### config.mk
export PLATFORM = sky130hd
export DESIGN_NAME = tia_scan_doubler
export DESIGN_NICKNAME = d
export VERILOG_FILES = /design/src/rtl/tia_scan_doubler.sv
export SDC_FILE = /design/constraint.sdc
export NUM_CORES = 2
export LEC_CHECK = 0
export BUFFER_PORTS_ARGS = -buffer_cell sky130_fd_sc_hd__buf_2
export CAP_MARGIN = 30
export CORE_AREA = 2 2 415 417
export DETAILED_ROUTE_END_ITERATION = 10
export DIE_AREA = 0 0 417 419
export PLACE_DENSITY = 0.8
export SYNTH_ARGS = -nofsm -noshare
export SYNTH_HDL_FRONTEND = slang
export SYNTH_SLANG_ARGS = --single-unit
### constraint.sdc
create_clock -name clk -period 4.1 [get_ports clk]
set_clock_uncertainty 0.1 [all_clocks]
set_input_delay 0.82 -clock clk [delete_from_list [all_inputs] [get_ports clk]]
set_output_delay 0.82 -clock clk [all_outputs]
set_load 0.03 [all_outputs]
### src/rtl/tia_scan_doubler.sv
// Line-doubling scan converter: captures 160-pixel TIA lines into a ping-pong
// buffer and replays each line twice at VGA rate with 4x horizontal repeat.
module tia_scan_doubler #(
    parameter int H_TOTAL      = 800,
    parameter int H_ACTIVE     = 640,
    parameter int H_SYNC_START = 656,
    parameter int H_SYNC_LEN   = 96,
    parameter int PIX_W        = 160,
    parameter int REP          = 4,
    parameter int TIA_HSTART   = 68
) (
    input  logic       clk,
    input  logic       reset_n,
    input  logic       tiaPixEn,
    input  logic       tiaHsync,
    input  logic       tiaVsync,
    input  logic       tiaBlank,
    input  logic [3:0] tiaLum,
    input  logic [3:0] tiaHue,
    output logic [3:0] outLum,
    output logic [3:0] outHue,
    output logic       vgaHsync,
    output logic       vgaVsync,
    output logic       vgaBlank
);

    localparam int HW  = $clog2(H_TOTAL);
    localparam int AW  = $clog2(PIX_W);
    localparam int RSH = $clog2(REP);

    localparam logic [HW-1:0] H_LAST = HW'(H_TOTAL - 1);
    localparam logic [HW-1:0] H_ACT  = HW'(H_ACTIVE);
    localparam logic [HW-1:0] HS_LO  = HW'(H_SYNC_START);
    localparam logic [HW-1:0] HS_HI  = HW'(H_SYNC_START + H_SYNC_LEN);
    localparam logic [7:0]    WR_LO  = 8'(TIA_HSTART);
    localparam logic [7:0]    WR_HI  = 8'(TIA_HSTART + PIX_W);
    localparam logic [AW:0]   BANK_OFS  = (AW + 1)'(PIX_W);
    localparam logic [AW:0]   BANK_ZERO = {(AW + 1){1'b0}};

    localparam logic [1:0] ST_IDLE  = 2'd0;
    localparam logic [1:0] ST_LINE0 = 2'd1;
    localparam logic [1:0] ST_LINE1 = 2'd2;

    logic          tia_hsync_r;
    logic          line_evt_s;
    logic [7:0]    ccx_r;
    logic [7:0]    ccx_eff_s;
    logic [7:0]    ccx_nxt_s;
    logic [AW-1:0] wr_off_s;
    logic          wr_bank_r;
    logic          wr_bank_eff_s;
    logic          rd_bank_r;
    logic          wr_valid_r;
    logic          line_valid_r;
    logic          v_latch_r;
    logic          wr_en_s;
    logic [AW:0]   wr_idx_s;
    logic [7:0]    wr_data_s;
    logic [1:0]    state_r;
    logic [1:0]    state_nxt_s;
    logic [HW-1:0] hcount_r;
    logic [HW-1:0] hcount_nxt_s;
    logic [AW-1:0] rd_pix_s;
    logic [AW:0]   rd_idx_s;
    logic          active_s;
    logic          hsync_term_s;
    logic [7:0]    mem [0:2*PIX_W-1];
    logic [7:0]    ram_q_r;
    logic          act_p1_r;
    logic          vld_p1_r;
    logic          hs_p1_r;
    logic          vs_p1_r;
    logic          act_p2_r;
    logic          hs_p2_r;
    logic          vs_p2_r;

    assign line_evt_s = tiaHsync & ~tia_hsync_r;

    // Capture side: a strobe coincident with the line event belongs to the new line.
    always_comb begin
        ccx_eff_s     = line_evt_s ? 8'd0 : ccx_r;
        wr_bank_eff_s = line_evt_s ? ~wr_bank_r : wr_bank_r;
        wr_off_s      = AW'(ccx_eff_s - WR_LO);
        wr_en_s       = tiaPixEn && (ccx_eff_s >= WR_LO) && (ccx_eff_s < WR_HI);
        wr_data_s     = tiaBlank ? 8'h00 : {tiaHue, tiaLum};
        wr_idx_s      = {1'b0, wr_off_s} + (wr_bank_eff_s ? BANK_OFS : BANK_ZERO);
        if (!tiaPixEn) begin
            ccx_nxt_s = ccx_eff_s;
        end else if (ccx_eff_s == 8'hFF) begin
            ccx_nxt_s = 8'hFF;
        end else begin
            ccx_nxt_s = ccx_eff_s + 8'd1;
        end
    end

    // Replay sequencer: each captured line is played as LINE0 then LINE1.
    always_comb begin
        state_nxt_s  = state_r;
        hcount_nxt_s = hcount_r;
        if (line_evt_s) begin
            state_nxt_s  = ST_LINE0;
            hcount_nxt_s = {HW{1'b0}};
        end else begin
            case (state_r)
                ST_IDLE: begin
                    hcount_nxt_s = {HW{1'b0}};
                end
                ST_LINE0: begin
                    if (hcount_r == H_LAST) begin
                        hcount_nxt_s = {HW{1'b0}};
                        state_nxt_s  = ST_LINE1;
                    end else begin
                        hcount_nxt_s = hcount_r + {{(HW-1){1'b0}}, 1'b1};
                    end
                end
                ST_LINE1: begin
                    if (hcount_r == H_LAST) begin
                        hcount_nxt_s = {HW{1'b0}};
                        state_nxt_s  = ST_IDLE;
                    end else begin
                        hcount_nxt_s = hcount_r + {{(HW-1){1'b0}}, 1'b1};
                    end
                end
                default: begin
                    state_nxt_s  = ST_IDLE;
                    hcount_nxt_s = {HW{1'b0}};
                end
            endcase
        end
    end

    // Read address and per-clock video/sync terms derived from the sequencer.
    always_comb begin
        rd_pix_s     = AW'(hcount_r >> RSH);
        rd_idx_s     = {1'b0, rd_pix_s} + (rd_bank_r ? BANK_OFS : BANK_ZERO);
        active_s     = (state_r != ST_IDLE) && (hcount_r < H_ACT);
        hsync_term_s = (state_r != ST_IDLE) && (hcount_r >= HS_LO) && (hcount_r < HS_HI);
    end

    // Control state: line-event bookkeeping, bank swap, counters.
    always_ff @(posedge clk or negedge reset_n) begin
        if (!reset_n) begin
            tia_hsync_r  <= 1'b0;
            ccx_r        <= 8'd0;
            wr_bank_r    <= 1'b0;
            rd_bank_r    <= 1'b0;
            wr_valid_r   <= 1'b0;
            line_valid_r <= 1'b0;
            v_latch_r    <= 1'b0;
            state_r      <= ST_IDLE;
            hcount_r     <= {HW{1'b0}};
        end else begin
            tia_hsync_r <= tiaHsync;
            ccx_r       <= ccx_nxt_s;
            state_r     <= state_nxt_s;
            hcount_r    <= hcount_nxt_s;
            if (line_evt_s) begin
                rd_bank_r    <= wr_bank_r;
                wr_bank_r    <= ~wr_bank_r;
                v_latch_r    <= tiaVsync;
                line_valid_r <= wr_valid_r;
                wr_valid_r   <= 1'b1;
            end
        end
    end

    // Line buffer: contents deliberately not reset; validity is tracked separately.
    always_ff @(posedge clk) begin
        if (wr_en_s) begin
            mem[wr_idx_s] <= wr_data_s;
        end
        ram_q_r <= mem[rd_idx_s];
    end

    // Output pipeline: terms ride alongside the RAM read, sync lags index by one.
    always_ff @(posedge clk or negedge reset_n) begin
        if (!reset_n) begin
            act_p1_r <= 1'b0;
            vld_p1_r <= 1'b0;
            hs_p1_r  <= 1'b0;
            vs_p1_r  <= 1'b0;
            act_p2_r <= 1'b0;
            hs_p2_r  <= 1'b0;
            vs_p2_r  <= 1'b0;
            outLum   <= 4'd0;
            outHue   <= 4'd0;
            vgaHsync <= 1'b0;
            vgaVsync <= 1'b0;
            vgaBlank <= 1'b1;
        end else begin
            act_p1_r <= active_s;
            vld_p1_r <= line_valid_r;
            hs_p1_r  <= hsync_term_s;
            vs_p1_r  <= v_latch_r;
            if (act_p1_r && vld_p1_r) begin
                outHue <= ram_q_r[7:4];
                outLum <= ram_q_r[3:0];
            end else begin
                outHue <= 4'd0;
                outLum <= 4'd0;
            end
            act_p2_r <= act_p1_r;
            hs_p2_r  <= hs_p1_r;
            vs_p2_r  <= vs_p1_r;
            vgaHsync <= hs_p2_r;
            vgaVsync <= vs_p2_r;
            vgaBlank <= ~act_p2_r;
        end
    end

endmodule

* Word level (Yosys, flattened, before mapping)
Memories as Yosys holds them, arrays and structs flattened. A register that Yosys moved wholly into a read port is not among the register bits.
Cells that the tools add are included.
** Storage, ports and cells
- Flip-flop bits (word level) :: 44
- Memory bits (writable) :: 2560
- Input port bits :: 14
- Logic and storage cells :: 71
- Memories kept :: 1
** Operators by class
- Add/sub/neg operators :: 5
- $lt $le $gt $ge :: 5
- Equal/unequal tests :: 7
- Muxes and demuxes :: 18
- Bitwise gates (word level) :: 4
- Reductions and logical operators :: 10
** Memory list
- mem :: words 320, bits a word 8, read ports 1, clocked after memory_dff 1, wr ports 1, line 67 : logic [7:0] mem [0:2*PIX_W-1];
** Operators by type and width (number)
- 8-bit 2-to-1 mux :: 6
- 10-bit 2-to-1 mux :: 3
- 10-bit less-than comparator, second input constant :: 2
- 8-bit by 8-bit adder with 9-bit output :: 2
- 10-bit by 1-bit adder with 10-bit output, second input constant :: 1
- 10-bit equality test, second input constant :: 1
- 10-bit >= comparator, second input constant :: 1
- 8-bit by 1-bit adder with 8-bit output, second input constant :: 1
- 8-bit equality test, second input constant :: 1
- 8-bit by 7-bit >= comparator with 1-bit output, second input constant :: 1
- 8-bit less-than comparator, second input constant :: 1
- 4-bit 2-to-1 mux :: 2
- 8-bit by 7-bit subtractor with 8-bit output, second input constant :: 1
- 1-bit logical AND :: 6
- 2-bit 2-to-1 mux :: 3
- 3-bit inequality test, second input constant :: 2
- 2-bit case mux with 3 select lines :: 1
- 1-bit 2-to-1 mux :: 3
- 1-bit NOT :: 3
- 3-bit AND reduction :: 1
- 2-bit by 1-bit equality test with 1-bit output, second input constant :: 1
- 2-bit equality test, second input constant :: 1
- 2-bit zero test :: 1
- 2-bit inequality test, second input constant :: 1
- 3 further kinds :: 3

* Logic depth before layout (Yosys ltp)
- Depth after elaboration :: 8
- Gate-level depth with buffers :: 13

* Least setup slack after synthesis
Ideal clock, no wire load.
- Path kind :: in2reg
- Start point :: input tiaBlank
- End point :: memory mem[0][0], data pin
- Setup time :: 1786 ps
- Data arrival time :: 8680 ps
- Required time :: 2214 ps
- Setup slack :: -6466 ps
- Cell stages on the path :: 1
- Path buffers :: 0
- Path through :: nor2b_1
** Between the ends
- Cells in the longest elaborated chain, start to end :: 1
** Ends and longest elaborated chain
- start: declaration :: line 17 : input logic tiaBlank,
- 8-bit 2-to-1 mux :: line 85 : wr_data_s = tiaBlank ? 8'h00 : {tiaHue, tiaLum};
- end: declaration :: line 67
No other way between the ends.

* Final worst setup path
- Start point :: register hcount_r[5]
- End point :: register ram_q_r[0] (read register of mem)
** Between the ends
- Cells in the longest elaborated chain, start to end :: 1
** Ends and longest elaborated chain
- start: declaration :: line 61 : logic [HW-1:0] hcount_r;
- start signal: assignment :: line 151 : hcount_r <= {HW{1'b0}};
- start signal: assignment :: line 156 : hcount_r <= hcount_nxt_s;
- 8-bit by 8-bit adder with 9-bit output :: line 135 : rd_idx_s = {1'b0, rd_pix_s} + (rd_bank_r ? BANK_OFS : BANK_ZERO);
- end: declaration :: line 68 : logic [7:0] ram_q_r;
No other way between the ends.
A chain may end at the register's enable or synchronous reset.

==> flow_summary_export.csv <==
group,metric,value,unit
synthesis,syn_nets,4859,
synthesis,ys_top_cells_by_area,"edfxtp_1 76%, mux4_2 13%, mux2i_1 2.3%",
route,highest_layer,"met5",
clock_tree,cts_root_buffer,"clkbuf_16",
timing,worst_pin_slew,1.14,ns
setup_path,ff2ff_path_depth,7,
power_and_ir_drop,swShare,0.238,
synthesis,synthDistinctLibCells,69,
grt,antenna_found_initial,8,
route,met1_length,91.9,mm
setup_path,timing.rr.start,"hcount_r[5]",
grt,gr-total-overflow,0,
flow_run,drv_cap,0,
route,dr.first_iter.drc_count,9681,
run_status,violations,"setup timing",
synthesis,ys.flop_type,"edfxtp_1",
min_path,worstHoldStart,"tiaVsync",
synthesis,yosysSeqAreaShare,0.769,
finish,finalNonFillerCells,7933,
route,dr_wl_met3,37.9,mm
setup_path,critPathArrivalTime,4.82,ns
power_and_ir_drop,power_frac_seq,0.517,
clock_tree,cts_buffers,236,
setup_path,cp-startpoint,"hcount_r[5]",
min_path,worstHoldPathCells,3,
floorplan,coreArea,171000,µm²
timing,finalCriticalPeriod,4.10,ns
clock_tree,clock_latency,0.92,ns
floorplan,ioPinCount,25,
min_path,min_path_type,"input pin to flop",
synthesis,syn_area_per_cell,21.0,µm²
setup_path,path_class,"flop to flop",
finish,drive_gt1_frac,0.300,
grt,grt_start_max_net_pins,114,
clock_tree,postCtsSetupRepairBufs,0,
timing,min_period_over_period,1.00,
synthesis,netlist.area_leader.share,0.756,
setup_path,end_kind,"flop",
setup_path,max_stage_delay,0.86,ns
timing,fin_setup_tns,-0.00310,ns
finish,nets,5511,
clock_tree,clk_pin_slew_worst_paths,0.07,ns
timing,setup_viol,1,
floorplan,die_y,419,µm
timing,slew_violations,0,
finish,fin_area,117000,µm²
route,wl_per_cell,36.0,µm
power_and_ir_drop,p_sw,13.6,mW
grt,track_usage,0.331,
clock_tree,cts_tree,"done",
synthesis,synth_warnings,0,
grt,grt_pass1_vias,56100,
route,vias,55400,
setup_path,worst_path_max_delay_cell,"nor3_1",
clock_tree,clock-sinks,2612,
power_and_ir_drop,p_clk_frac,0.384,
synthesis,synth_area_leader_cell,"edfxtp_1",
synthesis,async_flop_share,0.0168,
route,ant_nets,0,
grt,grt_pass1_wl,407,mm
route,drc,0,
floorplan,start_util,0.596,
synthesis,synthCells,4830,
route,drt-vias-per-instance,6.98,
route,drt_wl_total,285,mm
floorplan,dieArea,175000,µm²
timing,finalHoldViolations,0,
timing,max_freq,244,MHz
finish,fin_util,0.685,
timing,worst_slack,-0.00310,ns
route,wl_met2,135,mm
synthesis,synth_edf_count,2560,
power_and_ir_drop,p_int,43.6,mW
timing,relSlewSlack,0.236,
placement,pre_cts_ws,0.141,ns
placement,portBuffers,24,
setup_path,startpoint_type,"flop",
floorplan,rows,152,
clock_tree,cts_buffer_depth,3,
timing,hold_slack,0.100,ns
synthesis,synth_area,102000,µm²
clock_tree,cts.htree.levels,4,
run_status,outcome,"finished with violations",
setup_path,critPathMaxFanout,32,
setup_path,crit_chain,"inv_8, buf_4, mux2i_1, a211oi_1, a2111oi_0, nor3_1, a211o_1",
finish,syn_to_final_growth,15.1,%
finish,fillers,9558,
synthesis,synth-seq-cells,2612,
setup_path,required,4.82,ns
power_and_ir_drop,irDropWorstVdd,0.537,mV
placement,dpl_cell_area,109000,µm²
route,dr.pass1.iters,8,
floorplan,die_w,417,µm
power_and_ir_drop,pwr-share-comb,0.098,
placement,gp_congestion,0.950,
placement,place_inst,7475,
placement,dp_hpwl,173,mm
power_and_ir_drop,power,57.2,mW
power_and_ir_drop,leakagePower,37.1,nW
power_and_ir_drop,p_per_area,489,nW/µm²
## sequential cells by signal, summed over array words and instances (netlist names)
register and count:
mem 2560, hcount_r 10, ccx_r 8, ram_q_r 8, outHue 4, outLum 4, state_r 2, act_p1_r 1
act_p2_r 1, hs_p1_r 1, hs_p2_r 1, line_valid_r 1, rd_bank_r 1, tia_hsync_r 1, v_latch_r 1, vgaBlank 1
vgaHsync 1, vgaVsync 1, vld_p1_r 1, vs_p1_r 1, vs_p2_r 1, wr_bank_r 1, wr_valid_r 1
## worst paths after layout
check | end | slack (ns)
max | ram_q_r[0] | -0.003
min | v_latch_r | 0.1
max reg2reg | ram_q_r[0] | -0.003
min reg2reg | vgaVsync | 0.26
max in group asynchronous | vgaBlank | 2.61
min in group asynchronous | vgaHsync | 0.36
## final cells by class
class                      instances  area (µm²)  area share
antenna                            5        12.5    0.000107
tap                             2233        2790      0.0239
multi-input combinational       1909       22000       0.188
inverter                          15        63.8    0.000546
timing repair buffer             708        6170      0.0528
clock inverter                   158        1570      0.0135
sequential                      2612       78200       0.668
clock buffer                     293        6170      0.0528
## worst max-delay path: cells and delay by family, from the launching register on
kind | cells | cell delay (ns)
compound gates | 3 | 1.02
buf+inv | 2 | 0.99
simple gates | 1 | 0.86
flops | 1 | 0.77
mux | 1 | 0.22
## cells in the final DEF (no fill, tap or decap), drive strengths merged, types with 6 or more instances in the layout
cell / count
dfxtp: 8
dfrtp: 43
and2: 16
buf: 706
bufinv: 20
nand3b: 6
ha: 15
edfxtp: 2560
nor3: 12
a2111oi: 14
a221oi: 52
nand4: 7
a21oi: 62
nand2b: 6
mux2: 7
o221ai: 28
o22ai: 33
xor2: 9
nor2: 375
clkinvlp: 13
inv: 19
o211ai: 11
and3: 17
nand2: 152
mux4: 607
a31oi: 10
clkbuf: 293
a22oi: 30
nand3: 27
nor2b: 18
a211oi: 29
clkinv: 121
mux2i: 229
xnor2: 11
o21ai: 60
## Yosys cell counts, types with 16 or more instances
master	n
buf_4	64
a221oi_1	52
buf_6	17
and2_1	16
o22ai_1	33
dfrtp_1	43
nor2b_1	18
a21oi_1	62
o21ai_0	58
edfxtp_1	2560
and3_1	17
buf_2	104
a22oi_1	30
mux2i_1	229
o221ai_1	28
nor2_1	374
a211oi_1	29
mux4_2	607
clkbuf_1	98
nand2_1	152
nand3_1	27
## kinds of logic after synthesis
| logic type | count (synthesis) | synth area share |
|---|---|---|
| XOR/XNOR | 20 | 0.00172 |
| AO/OA/AOI/OAI | 371 | 0.0256 |
| flip-flops | 2612 | 0.769 |
| adder cells (fa/ha/maj) | 15 | 0.00185 |
| buffers and inverters | 309 | 0.0164 |
| multiplexers | 843 | 0.158 |
| AND/OR/NAND/NOR | 660 | 0.0277 |
## per-layer routing
layer,vias to the layer above,track usage
li1,21300,-
met3,1077,0.0813
met2,4963,0.518
met4,12,0.198
met1,28000,0.425
met5,-,0
## timing repair
| action | CTS | global route |
|---|---|---|
| setup endpoints to repair | 1 | 303 |
| hold buffers | 2 | 0 |
| endpoints found under the hold margin | 24 | 0 |
| resized for setup | 1 | 3 |
## power by group through the flow
stage | Combinational (mW) | Clock [mW] | Sequential, mW
CTS | 5.48 | 22.1 | 29.6
floorplan | 3.12 | 0 | 30.1
global placement | 5.29 | 0 | 30.2
detailed placement | 5.39 | 0 | 30.2
finish | 5.61 | 22.0 | 29.6
global route | 5.73 | 23.0 | 29.6
(Power assumes the default switching activity.)
